$ cat config.mk
export PLATFORM = sky130hd
export DESIGN_NAME = vram_arbiter
export DESIGN_NICKNAME = d
export VERILOG_FILES = /design/src/rtl/vram_arbiter.sv
export SDC_FILE = /design/constraint.sdc
export NUM_CORES = 1
export LEC_CHECK = 0
export BUFFER_PORTS_ARGS = -buffer_cell sky130_fd_sc_hd__buf_2
export CAP_MARGIN = 5
export CORE_UTILIZATION = 45
export DETAILED_ROUTE_END_ITERATION = 8
export GPL_ROUTABILITY_DRIVEN = 0
export PLACE_DENSITY = 0.81
export SLEW_MARGIN = 20
export SYNTH_ARGS = -nofsm -noshare
export SYNTH_HDL_FRONTEND = slang
export SYNTH_SLANG_ARGS = --single-unit
export TNS_END_PERCENT = 10
$ cat constraint.sdc
create_clock -name clk -period 2.65 [get_ports clk]
set_input_delay 0.1325 -clock clk [delete_from_list [all_inputs] [get_ports clk]]
set_output_delay 0.1325 -clock clk [all_outputs]
set_load 0.01 [all_outputs]
$ cat src/rtl/vram_arbiter.sv
// vram_arbiter: arbitrates a single-port synchronous VRAM (1-cycle read latency) between an
// absolute-priority video fetch port and NUM_CH round-robin requestor channels.
// Commands are registered onto mem_* one cycle after arbitration; read data returns
// three cycles after the request cycle with a one-hot channel tag (or vid_valid_o).
// Optional per-byte write mask: define VRAM_ARB_WRMASK_EN.
module vram_arbiter #(
  parameter int unsigned NUM_CH = 4,
  parameter int unsigned ADDR_W = 16,
  parameter int unsigned DATA_W = 16
) (
  input  logic                       clk,
  input  logic                       reset_n_i,
  input  logic                       vid_sel_i,
  input  logic [ADDR_W-1:0]          vid_addr_i,
  output logic [DATA_W-1:0]          vid_data_o,
  output logic                       vid_valid_o,
  input  logic [NUM_CH-1:0]          ch_req_i,
  input  logic [NUM_CH-1:0]          ch_wr_i,
  input  logic [NUM_CH*ADDR_W-1:0]   ch_addr_i,
  input  logic [NUM_CH*DATA_W-1:0]   ch_data_i,
`ifdef VRAM_ARB_WRMASK_EN
  input  logic [NUM_CH*DATA_W/8-1:0] ch_wrmask_i,
  output logic [DATA_W/8-1:0]        mem_wrmask_o,
`endif
  output logic [NUM_CH-1:0]          ch_ack_o,
  output logic [DATA_W-1:0]          rd_data_o,
  output logic [NUM_CH-1:0]          rd_valid_o,
  output logic                       mem_sel_o,
  output logic                       mem_wr_o,
  output logic [ADDR_W-1:0]          mem_addr_o,
  output logic [DATA_W-1:0]          mem_data_o,
  input  logic [DATA_W-1:0]          mem_data_i
);

  localparam int unsigned PtrW = $clog2(NUM_CH);

  // Read-return tag carried alongside each issued command.
  typedef struct packed {
    logic              vid;
    logic [NUM_CH-1:0] ch;
    logic              rd;
  } tag_t;

  // (base + off) mod NUM_CH for off < NUM_CH.
  function automatic logic [PtrW-1:0] wrap_add(input logic [PtrW-1:0] base,
                                               input int unsigned off);
    int unsigned sum;
    sum = 32'(base) + off;
    if (sum >= NUM_CH) sum = sum - NUM_CH;
    return sum[PtrW-1:0];
  endfunction

  logic [ADDR_W-1:0] ch_addr [NUM_CH];
  logic [DATA_W-1:0] ch_data [NUM_CH];
  for (genvar k = 0; k < NUM_CH; k++) begin : g_unpack
    assign ch_addr[k] = ch_addr_i[k*ADDR_W +: ADDR_W];
    assign ch_data[k] = ch_data_i[k*DATA_W +: DATA_W];
  end

  logic [PtrW-1:0]   ptr_q, ptr_d;
  logic [NUM_CH-1:0] ack_q, ack_d;
  logic              sel_q, sel_d;
  logic              wr_q, wr_d;
  logic [ADDR_W-1:0] addr_q, addr_d;
  logic [DATA_W-1:0] data_q, data_d;
  tag_t              tag1_q, tag1_d;
  tag_t              tag2_q;
  logic [NUM_CH-1:0] rd_valid_q, rd_valid_d;
  logic              vid_valid_q, vid_valid_d;
  logic [DATA_W-1:0] rd_data_q, rd_data_d;
  logic [DATA_W-1:0] vid_data_q, vid_data_d;

  logic [NUM_CH-1:0] elig;
  logic              grant_vld;
  logic [PtrW-1:0]   grant_idx;

  // Round-robin search from the pointer; last cycle's grantee is skipped while its req drains.
  always_comb begin
    elig      = ch_req_i & ~ack_q;
    grant_vld = 1'b0;
    grant_idx = '0;
    for (int unsigned i = 0; i < NUM_CH; i++) begin
      if (!grant_vld && elig[wrap_add(ptr_q, i)]) begin
        grant_vld = 1'b1;
        grant_idx = wrap_add(ptr_q, i);
      end
    end
  end

  // Command next-state: video wins outright, else the round-robin winner, else idle.
  always_comb begin
    ptr_d  = ptr_q;
    ack_d  = '0;
    sel_d  = 1'b0;
    wr_d   = 1'b0;
    addr_d = addr_q;
    data_d = data_q;
    tag1_d = '0;
    if (vid_sel_i) begin
      sel_d      = 1'b1;
      addr_d     = vid_addr_i;
      tag1_d.vid = 1'b1;
      tag1_d.rd  = 1'b1;
    end else if (grant_vld) begin
      sel_d            = 1'b1;
      wr_d             = ch_wr_i[grant_idx];
      addr_d           = ch_addr[grant_idx];
      ack_d[grant_idx] = 1'b1;
      ptr_d            = wrap_add(grant_idx, 1);
      if (ch_wr_i[grant_idx]) begin
        data_d = ch_data[grant_idx];
      end else begin
        tag1_d.ch = ack_d;
        tag1_d.rd = 1'b1;
      end
    end
  end

  // Read-return stage: mem_data_i is valid while tag2_q describes the read that produced it.
  always_comb begin
    rd_valid_d  = tag2_q.rd ? tag2_q.ch : '0;
    vid_valid_d = tag2_q.rd & tag2_q.vid;
    rd_data_d   = (|rd_valid_d) ? mem_data_i : rd_data_q;
    vid_data_d  = vid_valid_d ? mem_data_i : vid_data_q;
  end

  // State and output registers; reset discards any in-flight read.
  always_ff @(posedge clk or negedge reset_n_i) begin
    if (!reset_n_i) begin
      ptr_q       <= '0;
      ack_q       <= '0;
      sel_q       <= 1'b0;
      wr_q        <= 1'b0;
      addr_q      <= '0;
      data_q      <= '0;
      tag1_q      <= '0;
      tag2_q      <= '0;
      rd_valid_q  <= '0;
      vid_valid_q <= 1'b0;
      rd_data_q   <= '0;
      vid_data_q  <= '0;
    end else begin
      ptr_q       <= ptr_d;
      ack_q       <= ack_d;
      sel_q       <= sel_d;
      wr_q        <= wr_d;
      addr_q      <= addr_d;
      data_q      <= data_d;
      tag1_q      <= tag1_d;
      tag2_q      <= tag1_q;
      rd_valid_q  <= rd_valid_d;
      vid_valid_q <= vid_valid_d;
      rd_data_q   <= rd_data_d;
      vid_data_q  <= vid_data_d;
    end
  end

`ifdef VRAM_ARB_WRMASK_EN
  localparam int unsigned BeW = DATA_W / 8;

  logic [BeW-1:0] ch_mask [NUM_CH];
  for (genvar k = 0; k < NUM_CH; k++) begin : g_unpack_mask
    assign ch_mask[k] = ch_wrmask_i[k*BeW +: BeW];
  end

  logic [BeW-1:0] mask_q, mask_d;

  // Byte mask: granted mask on writes, all-ones on any read, zero when idle.
  always_comb begin
    mask_d = '0;
    if (vid_sel_i) begin
      mask_d = '1;
    end else if (grant_vld) begin
      mask_d = ch_wr_i[grant_idx] ? ch_mask[grant_idx] : '1;
    end
  end

  // Mask register issued alongside the command.
  always_ff @(posedge clk or negedge reset_n_i) begin
    if (!reset_n_i) begin
      mask_q <= '0;
    end else begin
      mask_q <= mask_d;
    end
  end

  assign mem_wrmask_o = mask_q;
`endif

  assign ch_ack_o    = ack_q;
  assign mem_sel_o   = sel_q;
  assign mem_wr_o    = wr_q;
  assign mem_addr_o  = addr_q;
  assign mem_data_o  = data_q;
  assign rd_valid_o  = rd_valid_q;
  assign rd_data_o   = rd_data_q;
  assign vid_valid_o = vid_valid_q;
  assign vid_data_o  = vid_data_q;

endmodule

== Word level (Yosys, flattened, before mapping) ==
Cells that the tools add are included.
W data, S select, Z words.

* Add/sub/neg operators: 9
* Multipliers: 0
* Div/mod/pow operators: 0
* Magnitude comparators: 12
* Equal/unequal tests: 0
* Shift-type cells: 0
* Muxes and demuxes: 45
* Bitwise operators: 5
* Reductions and logical operators: 11

{| class="wikitable"
|+ Operators by type and width
! operator !! number
|-
| $mux W16 || 6
|-
| $bmux W16 S2 || 2
|-
| $mux W2 || 9
|-
| $mux W1 || 16
|-
| $mux W4 || 4
|-
| $ge A3 B3 Y1 const B || 5
|-
| $lt A2 B3 Y1 const B || 5
|-
| $bmux W1 S2 || 5
|-
| $mux W5 || 2
|-
| $sub A2 B1 Y2 const B || 5
|-
| $add A2 B1 Y3 const B || 2
|-
| $add A2 B2 Y3 const B || 2
|-
| $and A4 B4 Y4 || 1
|-
| $logic_and A1 B1 Y1 || 4
|-
| $not A4 Y4 || 1
|-
| $reduce_or A4 Y1 || 1
|-
| $ge A2 B3 Y1 const B || 1
|-
| $logic_not A1 Y1 || 3
|-
| $not A2 Y3 || 1
|-
| $reduce_and A3 Y1 || 1
|-
| $demux W1 S2 || 1
|-
| $ge A2 B1 Y1 const B || 1
|-
| $reduce_and A2 Y1 || 1
|-
| $reduce_bool A2 Y1 || 1
|-
| 2 further kinds || 2
|}

* Bits in registers: 89
* Latch bits: 0
* RAM bits: 0
* ROM bits: 0
* Input port bits: 171
* Output and inout bits: 75
* Memories: 0

== Logic depth before layout (Yosys ltp) ==
* Depth after elaboration: 21
* Depth in mapped cells: 9
* Depth with buffers taken out: 7

== Least setup slack after synthesis ==
Ideal clock, no wire load.

* Path type: flip-flop to flip-flop
* From: register ack_q[0] (netlist: ch_ack_o[0])
* To: register data_q[10] (netlist: mem_data_o[10])
* Setup time: 0.125 ns
* Arrival: 2.230 ns
* Required time: 2.525 ns
* Slack: 0.295 ns
* Stages on the path, launching flop included: 10
* Buffers on the path: 2
* Period minus slack after synthesis: 2.355 ns
* Cells stage by stage: dfrtp_1 > nand2b_4 > or3b_1 > and3_4 > buf_6 > clkinv_4 > a21oi_4 > a221oi_4 > buf_8 > mux2_4

* Word-level cells in the longest chain between the ends: 18

{| class="wikitable"
|+ Ends and longest elaborated chain
! what !! RTL line !! text
|-
| start: declaration || 61 || <nowiki>logic [NUM_CH-1:0] ack_q, ack_d;</nowiki>
|-
| start signal: assignment || 144 || <nowiki>ack_q <= ack_d;</nowiki>
|-
| $not A4 Y4 * || 79 || <nowiki>elig = ch_req_i & ~ack_q;</nowiki>
|-
| $and A4 B4 Y4 * || 79 ||
|-
| $bmux W1 S2 || 83 || <nowiki>if (!grant_vld && elig[wrap_add(ptr_q, i)]) begin</nowiki>
|-
| $mux W1 (implied by the code) || 83 ||
|-
| $mux W1 || 83 ||
|-
| $logic_not A1 Y1 || 83 ||
|-
| $logic_and A1 B1 Y1 || 83 ||
|-
| $mux W1 || 83 ||
|-
| $logic_not A1 Y1 || 83 ||
|-
| $logic_and A1 B1 Y1 || 83 ||
|-
| $mux W1 || 83 ||
|-
| $logic_not A1 Y1 || 83 ||
|-
| $logic_and A1 B1 Y1 || 83 ||
|-
| $mux W2 || 83 ||
|-
| $not A2 Y3 (implied by the code) || 111 || <nowiki>data_d = ch_data[grant_idx];</nowiki>
|-
| $bmux W16 S2 || 111 ||
|-
| $mux W16 (implied by the code) (2 in a row) || 111 ||
|-
| end signal: assignment || 148 || <nowiki>data_q <= data_d;</nowiki>
|-
| end: declaration || 65 || <nowiki>logic [DATA_W-1:0] data_q, data_d;</nowiki>
|}

Mark *: on every way between the ends. The rest lies on a longest branch, timed or not. The select of a mux whose other input is x is not followed.
A chain may end at the register's enable or synchronous reset.

== Worst setup path in the final report ==
* From: register ack_q[0] (netlist: ch_ack_o[0])
* To: register data_q[2] (netlist: mem_data_o[2])

Same word-level chain as after synthesis.

==> impl_metrics.py <==
metrics = {
    "setup_path": {
        "max_stage_delay_ps": 410,
        "timing.critical_path.to_type": "register",
        "cpMaxStageDelayCell": "sky130_fd_sc_hd__dfrtp_1",
        "critical_path_arrival_ps": 2590,
        "critical_path_cell_by_cell": "nand2b_4 > o21ai_0 > a21oi_4 > mux2i_1 > a221oi_4 > buf_4 > mux2_2",
        "timing.setup.critical_path_class": "register to register",
        "start_kind": "register",
        "length_in_cells_of_the_worst_reg_to_reg_path": 7,
        "worst_path_dominant_cell_family": "compound AO/OA/AOI/OAI gates",
        "worst-path-buf-inv": 1,
        "r2r-end": "mem_data_o[2]$_DFFE_PN0P_",
        "worst-path-max-fanout": 17,
        "worst_r2r_startpoint": "ch_ack_o[0]$_DFF_PN0_",
        "ff2ff_setup_slack_ps": 300,
        "worstPathRequired_ps": 2880,
    },
    "power_and_ir_drop": {
        "netSwitchingPower_mw": 2.10,
        "p_per_area_nw_per_um2": 982,
        "power_leakage_nw": 3.16,
        "power_internal_mw": 3.94,
        "clock_power_share": 0.175,
        "ir_worst_vdd_uv": 465,
        "comb_power_share": 0.477,
        "swShare": 0.348,
        "p_seq_frac": 0.348,
    },
    "global_route": {
        "gr-usage-all-layers": 0.213,
        "first_global_vias": 3530,
        "antenna_found_initial": 0,
        "maximum_number_of_pins_on_one_net_before_global_route_repair": 90,
        "first_pass_grt_wire_length_microns": 16700,
        "grt-ovfl-total": 0,
    },
    "layout": {
        "antenna_cells_inserted": 0,
        "areaGrowthSynthToFinish_pct": 37.5,
        "final_cell_mix": "sky130_fd_sc_hd__buf_2 (244), sky130_fd_sc_hd__dfrtp_1 (89), sky130_fd_sc_hd__mux2i_1 (81)",
        "number_of_nets_at_the_end_of_the_flow": 766,
        "fill_cells": 795,
        "layout.cells.most_common": "sky130_fd_sc_hd__buf_2",
        "final_layout_size_suffix_gt1_frac": 0.572,
        "final_cell_count_no_fill": 729,
    },
    "timing": {
        "min_period_over_period": 0.888,
        "tightest_slew_ps": 788,
        "final-max-slew-violation-count": 0,
        "period_minus_slack_ps": 2350,
        "timing.clock.skew_ps": 11.7,
        "grt_setup_unrepaired": "no",
        "slew_headroom": 0.475,
        "finalSetupViolCount": 0,
        "fmax_ghz": 0.425,
        "setup_tns_after_final_layout_ps": 0,
        "finalHoldViolations": 0,
    },
    "worst_hold_path": {
        "whs_path_depth": 2,
        "hp-class": "input port to register",
        "hold-path-endpoint": "vid_data_o[6]$_DFFE_PN0P_",
        "hold_path_startpoint": "mem_data_i[6]",
    },
    "drt": {
        "finalWirelength_microns": 10800,
        "post_route_drc": 0,
        "detail_routed_net_length_per_standard_cell_microns": 14.8,
        "post_drt_via_cell_ratio": 4.95,
        "detail_route.first_pass.iterations": 4,
        "vias": 3605,
        "postRouteAntennaNets": 0,
        "detailedRoute.firstIterationViolations": 47,
    },
    "synthesis": {
        "netlist-cell-type-count": 33,
        "synth.ff_latch_count": 89,
        "postSynthCellCount": 338,
        "yosysWarnings": 0,
        "synth.net_count": 513,
        "avgSynthCellArea_sq_um": 13.2,
        "ys_seq_area_frac": 0.498,
        "netlist_area_sq_um": 4480,
    },
    "cts": {
        "worstSkewPairLatency_ps": 350,
        "htreeDepth": 3,
        "cts.clk_slew.worst_paths_ps": 100,
        "root_buffer": "sky130_fd_sc_hd__clkbuf_8",
        "clk_path_buf_depth": 2,
        "clkSinkCount": 89,
        "cts_tree": "done",
        "buffers_inserted_by_post_cts_timing_repair": 0,
        "hold_bufs_at_cts": 2,
        "cts_resized": 0,
        "cts_buffers": 9,
    },
    "job": {
        "drv.max_cap_violation_count": 0,
    },
    "floorplanning": {
        "floorplan.die.width_microns": 102,
        "io_pins": 246,
        "start_util": 0.462,
        "die_area_sq_um": 10300,
        "core_area_sq_um": 9680,
        "die_height_microns": 102,
        "placementRows": 36,
    },
    "placed_design": {
        "place_hpwl_microns": 8370,
        "io_buffers": 245,
        "dp.cells": 706,
    },
    "outcome": {
        "outcome": "finished, final reports clean",
    },
}
## routing by layer
layer | up-vias | part of all wire | track usage
li1 | 1741 | - | -
met1 | 1704 | 0.41 | 0.244
met2 | 132 | 0.52 | 0.376
met3 | 28 | 0.045 | 0.0421
met4 | 0 | 0.027 | 0.110
met5 | - | 0 | 0
## kinds of logic (layout without fill, tap and decap cells)
kind of cell,count (synthesis),after routing,synth area share
mux,145,145,0.350
flops,89,89,0.498
compound gates,43,43,0.0646
simple gates,33,33,0.0481
buf+inv,24,282,0.0288
fa+ha+maj,4,4,0.0112
## stage by stage
stage	worst slack, ps	utilization	power (mW)	cell area (sq um)	hold slack (ps)
final	297	0.636	6.04	6150	24.3
after global routing	221	0.636	6.45	6150	2.90
after CTS	260	0.630	6.12	6100	1.63
after detailed placement	308	0.604	5.03	5850	335
after global placement	447	0.604	4.92	5850	334
after floorplan	295	-	4.12	4480	-163
## sequential cells by signal (all words and copies together), names as in the netlist
signal and flops:
mem_addr_o 16, mem_data_o 16, rd_data_o 16, vid_data_o 16, tag1_q 6, tag2_q 6, ch_ack_o 4, rd_valid_o 4
ptr_q 2, mem_sel_o 1, mem_wr_o 1, vid_valid_o 1
## worst register-to-register path: stages (launching register included)
cell	delay, ps
sky130_fd_sc_hd__dfrtp_1	410
sky130_fd_sc_hd__nand2b_4	160
sky130_fd_sc_hd__o21ai_0	320
sky130_fd_sc_hd__a21oi_4	140
sky130_fd_sc_hd__mux2i_1	210
sky130_fd_sc_hd__a221oi_4	310
sky130_fd_sc_hd__buf_4	320
sky130_fd_sc_hd__mux2_2	380
## cell usage after synthesis
cell type                   n  area [sq um]
sky130_fd_sc_hd__a21oi_1    7          35.0
sky130_fd_sc_hd__a21oi_2    1          8.76
sky130_fd_sc_hd__a21oi_4    1          16.3
sky130_fd_sc_hd__a221oi_4   1          26.3
sky130_fd_sc_hd__a22oi_1   11          82.6
sky130_fd_sc_hd__a31oi_1    2          12.5
sky130_fd_sc_hd__and2_1     8          50.1
sky130_fd_sc_hd__and3_4     1          11.3
sky130_fd_sc_hd__buf_2      6          30.0
sky130_fd_sc_hd__buf_4      2          15.0
sky130_fd_sc_hd__buf_6      1          11.3
sky130_fd_sc_hd__buf_8      1          15.0
sky130_fd_sc_hd__clkbuf_1   8          30.0
sky130_fd_sc_hd__clkinv_4   1          8.76
sky130_fd_sc_hd__dfrtp_1   89          2230
sky130_fd_sc_hd__ha_1       4          50.1
sky130_fd_sc_hd__inv_1      5          18.8
sky130_fd_sc_hd__mux2_2    55           619
sky130_fd_sc_hd__mux2_4     9           135
sky130_fd_sc_hd__mux2i_1   81           811
sky130_fd_sc_hd__nand2_1    7          26.3
sky130_fd_sc_hd__nand2b_1   2          12.5
sky130_fd_sc_hd__nand2b_4   1          13.8
sky130_fd_sc_hd__nand3_1    1          5.00
sky130_fd_sc_hd__nor2_1     2          7.51
sky130_fd_sc_hd__nor2b_1    6          37.5
sky130_fd_sc_hd__nor2b_4    1          13.8
sky130_fd_sc_hd__nor3b_1    1          7.51
sky130_fd_sc_hd__nor4_2     1          12.5
sky130_fd_sc_hd__nor4b_1    1          8.76
sky130_fd_sc_hd__o21ai_0   14          70.1
sky130_fd_sc_hd__o22ai_1    6          37.5
sky130_fd_sc_hd__or3b_1     1          8.76
## power groups by stage
| stage | Sequential, mW | Clock, mW | Combinational, mW |
|---|---|---|---|
| finish | 2.10 | 1.06 | 2.88 |
| global route | 2.17 | 1.16 | 3.12 |
| CTS | 2.10 | 1.10 | 2.92 |
| detailed placement | 2.12 | 0 | 2.91 |
| global placement | 2.11 | 0 | 2.82 |
| floorplan | 2.33 | 0 | 1.79 |
## how the worst max path moves through the flow
stage,cells after the start,slack [ps],start,end
final,7,300,ch_ack_o[0]$_DFF_PN0_,mem_data_o[2]$_DFFE_PN0P_
after global routing,7,220,ch_ack_o[0]$_DFF_PN0_,mem_data_o[2]$_DFFE_PN0P_
after global placement,7,450,ch_ack_o[0]$_DFF_PN0_,mem_data_o[3]$_DFFE_PN0P_
after detailed placement,7,310,ch_ack_o[0]$_DFF_PN0_,mem_data_o[2]$_DFFE_PN0P_
after floorplan,9,300,ch_ack_o[0]$_DFF_PN0_,mem_data_o[10]$_DFFE_PN0P_
after CTS,7,260,ch_ack_o[0]$_DFF_PN0_,mem_data_o[2]$_DFFE_PN0P_
## area by class of cell
cell class / count / area [sq um] / share of cell area
clock buffers: 10 / 138 / 0.0224
clock inverters: 6 / 97.6 / 0.0159
inverters: 6 / 27.5 / 0.00447
multi-input cells: 225 / 2140 / 0.347
flip-flops and latches: 89 / 2230 / 0.362
well taps: 133 / 166 / 0.0270
repair buffers: 260 / 1360 / 0.221
Power figures use the tool's default switching activity.
